===== src/rtl/uart_tx_feeder_pkg.sv =====
// Shared definitions for the UART transmit feeder and other uart_send /
// uart_rec clients: byte width and the feeder FSM state encodings.
package uart_tx_feeder_pkg;

    localparam int BYTE_W = 8;

    // FSM states (kept as plain constants so legacy users can share them)
    localparam logic [1:0] IDLE      = 2'd0;
    localparam logic [1:0] ISSUE     = 2'd1;
    localparam logic [1:0] WAIT_DONE = 2'd2;

endpackage


===== src/rtl/uart_tx_feeder_sync_fifo.sv =====
// Synchronous FIFO with first-word-fall-through head output.
// Ports:
//   clk, rst_n      clock, async active-low reset
//   push, push_data write request and data (ignored when full unless popping)
//   pop             read request (ignored when empty)
//   head            oldest stored word, valid whenever !empty
//   full, empty     occupancy flags
//   level           occupancy 0..DEPTH
module uart_tx_feeder_sync_fifo #(
    parameter int DW    = 8,
    parameter int DEPTH = 16,
    parameter int AW    = 4
) (
    input  logic          clk,
    input  logic          rst_n,
    input  logic          push,
    input  logic [DW-1:0] push_data,
    input  logic          pop,
    output logic [DW-1:0] head,
    output logic          full,
    output logic          empty,
    output logic [AW:0]   level
);

    logic [DW-1:0] mem_q [DEPTH];
    logic [AW-1:0] wr_ptr_q, wr_ptr_d;
    logic [AW-1:0] rd_ptr_q, rd_ptr_d;
    logic [AW:0]   count_q,  count_d;
    logic          do_push, do_pop;

    assign full  = (count_q == (AW+1)'(DEPTH));
    assign empty = (count_q == '0);
    assign level = count_q;
    assign head  = mem_q[rd_ptr_q];

    // A push into a full FIFO is allowed when a pop frees a slot this cycle.
    assign do_pop  = pop && !empty;
    assign do_push = push && (!full || do_pop);

    always_comb begin
        wr_ptr_d = wr_ptr_q;
        rd_ptr_d = rd_ptr_q;
        count_d  = count_q;
        // DEPTH is a power of two, so the pointers wrap naturally.
        if (do_push) wr_ptr_d = wr_ptr_q + AW'(1);
        if (do_pop)  rd_ptr_d = rd_ptr_q + AW'(1);
        case ({do_push, do_pop})
            2'b10:   count_d = count_q + (AW+1)'(1);
            2'b01:   count_d = count_q - (AW+1)'(1);
            default: count_d = count_q;
        endcase
    end

    always_ff @(posedge clk or negedge rst_n) begin
        if (!rst_n) begin
            wr_ptr_q <= '0;
            rd_ptr_q <= '0;
            count_q  <= '0;
        end else begin
            wr_ptr_q <= wr_ptr_d;
            rd_ptr_q <= rd_ptr_d;
            count_q  <= count_d;
        end
    end

    // Storage needs no reset; only the pointers define what is valid.
    always_ff @(posedge clk) begin
        if (do_push) mem_q[wr_ptr_q] <= push_data;
    end

endmodule


===== src/rtl/uart_tx_feeder.sv =====
// UART transmit feeder: buffers bytes from producers and hands them one at a
// time to uart_send (send_en pulse + data_out), waiting for tx_done between
// frames. A watchdog abandons a frame whose tx_done never arrives.
// Ports:
//   clk, rst_n            clock, async active-low reset
//   wr_en, wr_data        byte push from producers
//   full, empty, level    FIFO status
//   ovf, ovf_clr          sticky dropped-write flag and its clear
//   send_en, data_out     start pulse and byte towards uart_send
//   tx_done, tx_state     end-of-frame pulse and busy status from uart_send
//   busy                  FSM not idle
//   to_err                sticky watchdog flag (reset only)
module uart_tx_feeder
    import uart_tx_feeder_pkg::*;
#(
    parameter int DEPTH   = 16,
    parameter int AW      = 4,
    parameter int TIMEOUT = 100000
) (
    input  logic              clk,
    input  logic              rst_n,
    input  logic              wr_en,
    input  logic [BYTE_W-1:0] wr_data,
    output logic              full,
    output logic              empty,
    output logic [AW:0]       level,
    output logic              ovf,
    input  logic              ovf_clr,
    output logic              send_en,
    output logic [BYTE_W-1:0] data_out,
    input  logic              tx_done,
    input  logic              tx_state,
    output logic              busy,
    output logic              to_err
);

    localparam int WD_W = $clog2(TIMEOUT);
    // The abort fires on the edge where the counter would step to TIMEOUT-1,
    // which puts the return to IDLE exactly TIMEOUT cycles after send_en.
    localparam logic [WD_W-1:0] WD_LAST = WD_W'(TIMEOUT - 2);

    logic [1:0]        state_q,    state_d;
    logic              send_en_q,  send_en_d;
    logic [BYTE_W-1:0] data_out_q, data_out_d;
    logic [WD_W-1:0]   wd_q,       wd_d;
    logic              ovf_q,      ovf_d;
    logic              to_err_q,   to_err_d;

    logic              pop, push;
    logic [BYTE_W-1:0] head;
    logic              fifo_full, fifo_empty;

    // tx_state is informational only; sequencing relies on tx_done.
    logic unused_tx_state;
    assign unused_tx_state = tx_state;

    assign push = wr_en && (!fifo_full || pop);

    uart_tx_feeder_sync_fifo #(
        .DW    (BYTE_W),
        .DEPTH (DEPTH),
        .AW    (AW)
    ) u_fifo (
        .clk       (clk),
        .rst_n     (rst_n),
        .push      (push),
        .push_data (wr_data),
        .pop       (pop),
        .head      (head),
        .full      (fifo_full),
        .empty     (fifo_empty),
        .level     (level)
    );

    always_comb begin
        state_d    = state_q;
        send_en_d  = 1'b0;
        data_out_d = data_out_q;
        wd_d       = wd_q;
        to_err_d   = to_err_q;
        pop        = 1'b0;
        case (state_q)
            IDLE: begin
                if (!fifo_empty) begin
                    pop        = 1'b1;
                    data_out_d = head;
                    // Registered so the pulse lines up with the ISSUE cycle.
                    send_en_d  = 1'b1;
                    state_d    = ISSUE;
                end
            end
            ISSUE: begin
                wd_d    = '0;
                state_d = WAIT_DONE;
            end
            WAIT_DONE: begin
                // tx_done has priority over a coincident timeout.
                if (tx_done) begin
                    state_d = IDLE;
                end else if (wd_q == WD_LAST) begin
                    to_err_d = 1'b1;
                    state_d  = IDLE;
                end else begin
                    wd_d = wd_q + WD_W'(1);
                end
            end
            default: state_d = IDLE;
        endcase
    end

    always_comb begin
        ovf_d = ovf_clr ? 1'b0 : ovf_q;
        // A same-cycle overflow wins over the clear.
        if (wr_en && fifo_full && !pop) ovf_d = 1'b1;
    end

    always_ff @(posedge clk or negedge rst_n) begin
        if (!rst_n) begin
            state_q    <= IDLE;
            send_en_q  <= 1'b0;
            data_out_q <= '0;
            wd_q       <= '0;
            ovf_q      <= 1'b0;
            to_err_q   <= 1'b0;
        end else begin
            state_q    <= state_d;
            send_en_q  <= send_en_d;
            data_out_q <= data_out_d;
            wd_q       <= wd_d;
            ovf_q      <= ovf_d;
            to_err_q   <= to_err_d;
        end
    end

    assign full     = fifo_full;
    assign empty    = fifo_empty;
    assign ovf      = ovf_q;
    assign send_en  = send_en_q;
    assign data_out = data_out_q;
    assign busy     = (state_q != IDLE);
    assign to_err   = to_err_q;

endmodule


===== config.mk =====
export PLATFORM = sky130hd
export DESIGN_NAME = uart_tx_feeder
export DESIGN_NICKNAME = d
export VERILOG_FILES = /design/src/rtl/uart_tx_feeder_pkg.sv /design/src/rtl/uart_tx_feeder_sync_fifo.sv /design/src/rtl/uart_tx_feeder.sv
export SDC_FILE = /design/constraint.sdc
export NUM_CORES = 1
export LEC_CHECK = 0
export CORE_ASPECT_RATIO = 0.5
export CORE_MARGIN = 5
export CORE_UTILIZATION = 60
export CTS_CLUSTER_SIZE = 30
export DETAILED_ROUTE_END_ITERATION = 7
export PLACE_DENSITY = 0.79
export SYNTH_ARGS = -nofsm -noshare
export SYNTH_HDL_FRONTEND = slang
export SYNTH_HIERARCHICAL = 1
export SYNTH_SLANG_ARGS = --single-unit
export TNS_END_PERCENT = 100

===== constraint.sdc =====
create_clock -name clk -period 4.3 [get_ports clk]
set_clock_uncertainty 0.1 [all_clocks]
set_input_delay 0.86 -clock clk [delete_from_list [all_inputs] [get_ports clk]]
set_output_delay 0.86 -clock clk [all_outputs]
set_load 0.05 [all_outputs]

==> results.yml, run 1 <==
floorplanning:
  dieArea_mm2: 0.0144
  rows: 28
  start_util_pct: 61.2
  die_w_um: 165
  die_height_um: 87.5
  ioPinCount: 33
  core_area_mm2: 0.0118
yosys:
  synth-async-reset-ratio_pct: 25.1
  synth_edf_count: 128
  yosys.area.top_type: "edfxtp_1"
  synthTopCellsByArea: "edfxtp_1 53%, dfrtp_1 15%, mux4_2 10%"
  synthAdderAreaFrac_pct: 2.02
  ys.flop_type: "edfxtp_1"
  muxShareOfSynthArea_pct: 13.0
  syn_nets: 454
  synth_seq_area_share_pct: 68.3
  yosys_warnings: 6
  synth_top_family_by_area: "multiplexers"
  synth_xor_area_share_pct: 1.09
  syn_area_mm2: 0.00720
  yosys.area_share.simple_pct: 9.04
  yosysUniqueCellTypes: 56
  synth-seq-cells: 171
  synth_most_common_cell: "edfxtp_1"
  avgSynthCellArea_um2: 16.8
  synth_top_area_share_pct: 53.4
  synth_common_cells: "128 x edfxtp_1, 43 x dfrtp_1, 32 x mux4_2, 29 x nand2_1, 16 x a22oi_1"
  synth-compound-area-share_pct: 4.99
  syn_inst: 429
global_routing:
  antenna_found_initial: 0
  first_global_vias: 4090
  track_usage_pct: 21.3
  grt_max_degree: 44
  grt_overflow: 0
  grt_first_pass_wirelength_um: 22300
final_layout:
  finalNetCount: 495
  syn_to_final_growth_pct: 15.3
  drive_gt1_share_pct: 19.0
  finish.utilization_pct: 70.5
  n_fill_cell: 752
  register_area_mm2: 0.00492
  multi_input_area_mm2: 0.00217
  diodes: 0
pwr:
  p_per_area_mw_per_mm2: 694
  power_leakage_nw: 2.98
  p_total_mw: 5.76
  ir_drop_uv: 414
timing:
  holdWs_ns: 0.358
  relSlewSlack_pct: 38.9
  fin_crit_ns: 3.53
  finalSetupViolations: 0
  slew_violations: 0
  rsz0062_at_grt: "false"
  fin_setup_tns_ns: 0
  tightest_slew_ns: 0.917
  final.period_utilization_pct: 82.1
  layout_setup_ws_ns: 0.769
  hold_viol: 0
  fmax_ghz: 0.283
clocking:
  cts_buffers: 17
  clk_latency_ns: 0.43
  post-cts-setup-buffers: 0
  cts_tree: "built"
  clkTransAtPathRegs_ns: 0.07
  cts_root_buffer: "clkbuf_16"
  hold_buffers: 0
  ctsResizeCount: 0
  clockBufferDepth: 2
  htreeDepth: 4
  cts.sinks: 171
critical_path:
  worstPathMaxFanout: 7
  required_ns: 3.34
  crit_arrival_ns: 2.57
  critPathKind: "reg -> out"
  startpoint_type: "flop"
  end_kind: "output pin"
drt:
  drtAntennaViolNets: 0
  viasPerCell: 6.18
  routed-via-count: 4002
  wl_per_cell_um: 21.5
  drc: 0
  initialDrtViolationCount: 458
  dr.pass1.iters: 5
  finalWirelength_um: 13900
placed_design:
  dp.final_hpwl_um: 9010
  pre_cts_slack_ns: 0.946
  io_buffers: 31
  place_congestion: 0.823
run_status:
  status: "finished, final reports clean"
worst_hold_path:
  min_path_type: "reg -> reg"
run:
  max-cap-violations: 0
[layout by cell type, fill, tap and decap left out, types with 3 or more instances in the layout]
cell type        Yosys  routed
nor3_1               4       4
xnor2_1              7       7
mux4_2              32      32
and3_1              10      10
and2_1               7       7
inv_1               11      11
nand2_1             29      29
o211ai_1             6       6
o21ai_0              3       3
nand4_1              6       6
edfxtp_1           128     128
ha_1                10      10
nand3_1             11      11
o311ai_0             4       4
clkdlybuf4s50_1      0      30
nand2b_1             8       8
dfrtp_1             43      42
nand3b_1             3       3
inv_8                0       3
clkbuf_16            0      17
nor2_1              11      11
mux2i_1             10      10
nor2b_1              3       3
inv_6                0       5
mux2_2              10      10
o31ai_1              4       4
clkinv_8             0       5
buf_4                1       8
a22oi_1             16      16
[report_power, final]
group / total (mW) / internal [mW] / switching [mW]
Clock: 1.50 / 0.785 / 0.714
Sequential: 2.33 / 2.04 / 0.290
Combinational: 1.94 / 0.862 / 1.08
[cell families (layout without fill, tap and decap cells)]
kind of cell | Yosys count | count (layout)
AO/OA/AOI/OAI | 47 | 47
XOR/XNOR | 9 | 9
adder cells (fa/ha/maj) | 11 | 11
buffers and inverters | 28 | 82
flip-flops | 171 | 171
multiplexers | 52 | 52
AND/OR/NAND/NOR | 111 | 111
[path summary, 6_finish.rpt]
path / start / endpoint / slack, ns / depth (start not counted)
min: to_err$_DFFE_PN0P_ / to_err$_DFFE_PN0P_ / 0.36 / 1
min reg2reg: to_err$_DFFE_PN0P_ / to_err$_DFFE_PN0P_ / 0.36 / 1
min in group asynchronous: rst_n / wd_q[14]$_DFFE_PN0P_ / 0.46 / 1
max in group asynchronous: rst_n / u_fifo/rd_ptr_q[0]$_DFFE_PN0N_ / 3.00 / 1
max reg2reg: u_fifo/level[1]$_DFFE_PN0P_ / u_fifo/level[4]$_DFFE_PN0P_ / 0.87 / 12
max: u_fifo/level[1]$_DFFE_PN0P_ / empty / 0.77 / 4
[metal layers]
metal	global-route usage [%]	vias to the layer above	wire length (um)
met4	8.83	0	274
met1	30.4	2034	6220
met2	31.5	159	6400
met3	5.67	27	1020
met5	0	-	0
li1	-	1782	-
[critical path: stages, from the launching register on]
cell             delay, ns
dfrtp_1               0.45
nor4_4                0.52
nand2b_1              0.21
inv_1                 0.15
clkdlybuf4s50_1       0.83
[stage by stage]
step / std cells / area [um2]
6_report: 648 / 8300
3_3_place_gp: 616 / 7710
5_1_grt: 648 / 8300
2_1_floorplan: 429 / 7200
4_1_cts: 648 / 8300
3_5_place_dp: 616 / 7710
[layout make-up]
cell class                 count  area share (%)
clock inverter                14            2.02
multi-input combinational    230            26.2
sequential                   171            59.3
inverter                      11           0.497
timing repair buffer          39            4.40
clock buffer                  18            5.17
tap                          165            2.49
[registers in the layout, summed over array words and instances, names as in the netlist]
name	flops
state_q	2
u_fifo/rd_ptr_q	4
wd_q	17
data_out	8
u_fifo/mem_q	128
send_en	1
to_err	1
u_fifo/wr_ptr_q	4
u_fifo/level	5
ovf	1
(Power assumes the default switching activity.)
==> inputs of run 2 (changes only) <==
--- a/config.mk
+++ b/config.mk
@@ -7,10 +7,10 @@
 export LEC_CHECK = 0
 export CORE_ASPECT_RATIO = 0.5
 export CORE_MARGIN = 5
-export CORE_UTILIZATION = 60
+export CORE_UTILIZATION = 54
 export CTS_CLUSTER_SIZE = 30
 export DETAILED_ROUTE_END_ITERATION = 7
-export PLACE_DENSITY = 0.79
+export PLACE_DENSITY = 0.75
 export SYNTH_ARGS = -nofsm -noshare
 export SYNTH_HDL_FRONTEND = slang
 export SYNTH_HIERARCHICAL = 1
==> constraint.sdc (replaced) <==
create_clock -name clk -period 3 [get_ports clk]
set_clock_uncertainty 0.1 [all_clocks]
set_input_delay 0.6 -clock clk [delete_from_list [all_inputs] [get_ports clk]]
set_output_delay 0.6 -clock clk [all_outputs]
set_load 0.05 [all_outputs]
==> results.yml, run 2 (synthesis results as in run 1) <==
run_status:
  status: "finished, final reports clean"
timing:
  final.period_utilization_pct: 95.3
  tightest_slew_ns: 0.977
  fmax_ghz: 0.350
  rsz0062_at_grt: "false"
  fin_setup_tns_ns: 0
  hold_viol: 0
  fin_crit_ns: 2.86
  slew_violations: 0
  finalSetupViolations: 0
  relSlewSlack_pct: 34.8
clocking:
  clockBufferDepth: 2
  post-cts-setup-buffers: 0
  cts_root_buffer: "clkbuf_16"
  cts_buffers: 17
  cts.sinks: 171
  hold_buffers: 0
  clkTransAtPathRegs_ns: 0.08
  ctsResizeCount: 0
  cts_tree: "built"
  clk_latency_ns: 0.42
  htreeDepth: 4
critical_path:
  end_kind: "flop"
  startpoint_type: "flop"
  critPathKind: "reg -> reg"
  required_ns: 3.02
  worstPathMaxFanout: 12
  crit_arrival_ns: 2.88
  cp_slowest_stage_delay_ns: 0.43
  cp_slowest_cell: "dfrtp_2"
  path_cells: "nor4_4 -> nand2b_1 -> clkinvlp_4 -> or3_4 -> a21boi_2 -> buf_4 -> nor2b_2 -> nor3b_2 -> and2_4"
floorplanning:
  start_util_pct: 56.1
  die_w_um: 173
  dieArea_mm2: 0.0159
  ioPinCount: 33
  rows: 29
  die_height_um: 91.7
  core_area_mm2: 0.0128
global_routing:
  first_global_vias: 4107
  grt_overflow: 0
  antenna_found_initial: 0
  track_usage_pct: 19.0
  grt_first_pass_wirelength_um: 22700
  grt_max_degree: 44
placed_design:
  dp.final_hpwl_um: 8930
  io_buffers: 31
  place_congestion: 0.806
drt:
  finalWirelength_um: 14100
  drtAntennaViolNets: 0
  dr.pass1.iters: 5
  drc: 0
  viasPerCell: 6.12
  initialDrtViolationCount: 430
  wl_per_cell_um: 21.5
  routed-via-count: 4016
final_layout:
  diodes: 0
  final_common_cell: "edfxtp_1"
  n_fill_cell: 859
  largest_register: "u_fifo/mem_q"
  finish.utilization_pct: 65.9
  syn_to_final_growth_pct: 17.6
  finalNetCount: 498
  largest_reg_flops: 128
  drive_gt1_share_pct: 26.7
  register_area_mm2: 0.00493
  multi_input_area_mm2: 0.00229
  mostFrequentLayoutCells: "128 x edfxtp_1, 37 x dfrtp_1, 32 x mux4_2"
pwr:
  p_total_mw: 8.42
  ir_drop_uv: 579
  p_per_area_mw_per_mm2: 994
  power_leakage_nw: 3.00
worst_hold_path:
  min_path_type: "in -> async"
run:
  max-cap-violations: 0
## run 2: layer usage
metal,global-route usage [%],routed length (um)
met1,25.6,6150
met2,30.0,6810
met3,4.85,814
met4,8.03,335
met5,0,0
## run 2: layout make-up
cell class,count,share of cell area [%]
flip-flops and latches,171,58.2
clock buffers,17,5.02
well taps,170,2.51
repair buffers,42,4.67
clock inverters,15,2.05
inverters,11,0.532
multi-input cells,230,27.0
## run 2: through the flow
step	hold WS, ns	worst slack, ns	cells	instance area [um2]
5_1_grt	0.327	0.00662	656	8470
4_1_cts	0.261	0.149	656	8470
3_5_place_dp	0.351	0.209	624	7870
2_1_floorplan	0.204	-0.471	429	7360
3_3_place_gp	0.342	0.243	624	7870
6_report	0.232	0.142	656	8470
## run 2: path summary, 6_finish.rpt
| path | from | to | slack, ns | depth (start not counted) |
|---|---|---|---|---|
| max in group asynchronous | rst_n | u_fifo/level[4]$_DFFE_PN0P_ | 1.89 | 1 |
| min in group clk | to_err$_DFFE_PN0P_ | to_err$_DFFE_PN0P_ | 0.37 | 1 |
| min | rst_n | wd_q[0]$_DFFE_PN0P_ | 0.23 | 1 |
| min reg2reg | to_err$_DFFE_PN0P_ | to_err$_DFFE_PN0P_ | 0.37 | 1 |
| max reg2reg | u_fifo/level[2]$_DFFE_PN0P_ | u_fifo/mem_q[1][2]$_DFFE_PP_ | 0.14 | 9 |
| max | u_fifo/level[2]$_DFFE_PN0P_ | u_fifo/mem_q[1][2]$_DFFE_PP_ | 0.14 | 9 |
## run 2: worst max-delay path, delay by kind of cell (launching register included)
kind,cells,cell delay (ns)
AOI/OAI and AO/OA,1,0.18
and+or+nand+nor,6,1.51
DFF,1,0.43
buffers and inverters,2,0.35
## run 2: where the power goes
part	internal, mW	switching [mW]
Combinational	1.34	1.71
Sequential	2.93	0.294
Clock	1.12	1.03
Total	5.38	3.03
==> edit, RTL diff (config.mk and constraints of run 2) <==
`AW` is set to 4 in 2 places; all go to 2.
--- a/src/rtl/uart_tx_feeder_sync_fifo.sv
+++ b/src/rtl/uart_tx_feeder_sync_fifo.sv
@@ -9,7 +9,7 @@
 module uart_tx_feeder_sync_fifo #(
     parameter int DW    = 8,
     parameter int DEPTH = 16,
-    parameter int AW    = 4
+    parameter int AW    = 2
 ) (
     input  logic          clk,
     input  logic          rst_n,
--- a/src/rtl/uart_tx_feeder.sv
+++ b/src/rtl/uart_tx_feeder.sv
@@ -14,7 +14,7 @@
     import uart_tx_feeder_pkg::*;
 #(
     parameter int DEPTH   = 16,
-    parameter int AW      = 4,
+    parameter int AW      = 2,
     parameter int TIMEOUT = 100000
 ) (
     input  logic              clk,
Interface: changed (resized level); port bits go from 33 to 31. The function was not compared with the original's and may differ.
==> edit against run 2 <==
- total power down 57%
- global-route usage down 2.3 points
- synthesized area down 58%
- maximum frequency up 0.29%
- synthesized cell count down 52%
- worst setup slack better by 0.0083 ns
- final cell count down 51%
- cell area down 57%
- routed wire length down 62%
- highest routed layer unchanged
- critical path depth down 6
- sequential cell count down 102
==> edit: results (changes against run 2) <==
status=complete, no violations (unchanged); total track usage=16.7% (was 19.0%); Area contributors post-synth=edfxtp_1, dfrtp_1, mux4_2 (unchanged); Max Fanout on Critical Path=5 (was 12); initial antenna violation count=0 (unchanged); Max transition margin=60.5% (was 34.8%); VDD IR max=0.737 mV (was 0.579 mV); per-cell routed wire length=16.8 um (was 21.5 um); vias in the first global route=1948 (was 4107); post-synth net total=230 (was 454); Root Buffer=clkbuf_8 (was clkbuf_16); Worst path max stage delay=0.81 ns (was 0.43 ns); pin count of the biggest net entering global routing=38 (was 44); number of flip-flops in the largest register=32 (was 128); Total Nets Final=267 (was 498); CTS buffer count=9 (was 17); clock latency on the worst-skew pair=0.34 ns (was 0.42 ns); Synth top cells by count=dfrtp_1, edfxtp_1, nand2_1 (was edfxtp_1, dfrtp_1, mux4_2); share of cells above drive strength 1=19.2% (was 26.7%); Post-synth ARST share=53.6% (was 25.1%); number of DRC markers in iteration 0=86 (was 430); Post-DP HPWL=3680 um (was 8930 um); 1st-pass router iterations=4 (was 5); CP max stage cell=clkdlybuf4s50_1 (was dfrtp_2); leakage=0.00141 uW (was 0.00300 uW); Final Wtd Congestion=0.816 (was 0.806); placed cells=307 (was 624); min-delay worst type=flop to flop (was input pin to asynchronous set/reset pin); synthesized area per cell=14.5 um^2 (was 16.8 um^2); Max Root-Sink Buffers=2 (unchanged); Seq/Total Area, Yosys=62.7% (was 68.3%); Port Buffers=29 (was 31); CP arrival=2.15 ns (was 2.88 ns); WL final=5430 um (was 14100 um); DR vias=1796 (was 4016); cell taking the most area after synthesis=edfxtp_1 (unchanged)
edit: cell types whose count changed in the layout (fill, tap and decap cells not counted), sizes merged, moves of 6 or more:
| cell | before | now |
|---|---|---|
| edfxtp | 128 | 32 |
| mux4 | 32 | 8 |
| a22oi | 16 | 0 |
| buf | 14 | 4 |
| nand2 | 29 | 19 |
| clkbuf | 17 | 10 |
| and2 | 7 | 1 |
| dfrtp | 43 | 37 |
| inv | 16 | 10 |
| nor2 | 11 | 5 |
edit: path summary, 6_finish.rpt:
check	slack, ns	endpoint	cells past startpoint	from
worst max-delay path	0.15	full	3	u_fifo/level[1]
worst min-delay path	0.37	wd_q[16]	1	wd_q[16]
min in group asynchronous	0.59	data_out[3]	2	rst_n
max in group asynchronous	1.84	u_fifo/level[1]	2	rst_n
worst min register to register	0.37	wd_q[16]	1	wd_q[16]
worst max register to register	0.36	u_fifo/level[2]	11	u_fifo/level[0]
edit: power breakdown:
part           internal, uW  switching, uW
Sequential             1250            192
Clock                   382            343
Combinational           620            830
edit: stage by stage:
| step | area [um^2] | util [%] | hold WS (ns) | setup WS, ns | power, uW |
|---|---|---|---|---|---|
| after global routing | 3600 | 66.1 | 0.393 | 0.0834 | 3830 |
| final | 3600 | 66.1 | 0.367 | 0.151 | 3610 |
| after CTS | 3600 | 66.1 | 0.369 | 0.113 | 3670 |
| after global placement | 3410 | 62.6 | 0.359 | 0.429 | 2860 |
| after floorplan | 3050 | - | 0.204 | 0.0231 | 2510 |
| after detailed placement | 3410 | 62.6 | 0.360 | 0.384 | 2930 |
edit: kinds of logic after synthesis:
family                     synth area share (%)
DFF                                        62.7
and+or+nand+nor                            12.4
muxes                                      12.3
AOI/OAI and AO/OA                          4.45
buffers and inverters                      2.79
adders and majority gates                  3.58
xor gates and xnor gates                   1.75
edit: final cells by class:
class	instances	area, um^2
inverter	11	45.0
clock buffer	10	128
tap	73	91.3
clock inverter	6	63.8
timing repair buffer	33	320
multi-input combinational	121	1060
sequential	69	1890
fill	407	1840
edit: routing by layer:
metal	global-route usage (%)	share of wire [%]	routed length (um)	vias to the layer above
met5	0	0	0	-
li1	-	-	-	853
met2	28.5	52	2820	30
met4	6.30	1.3	68	0
met1	19.5	43	2350	907
met3	5.90	3.5	190	6
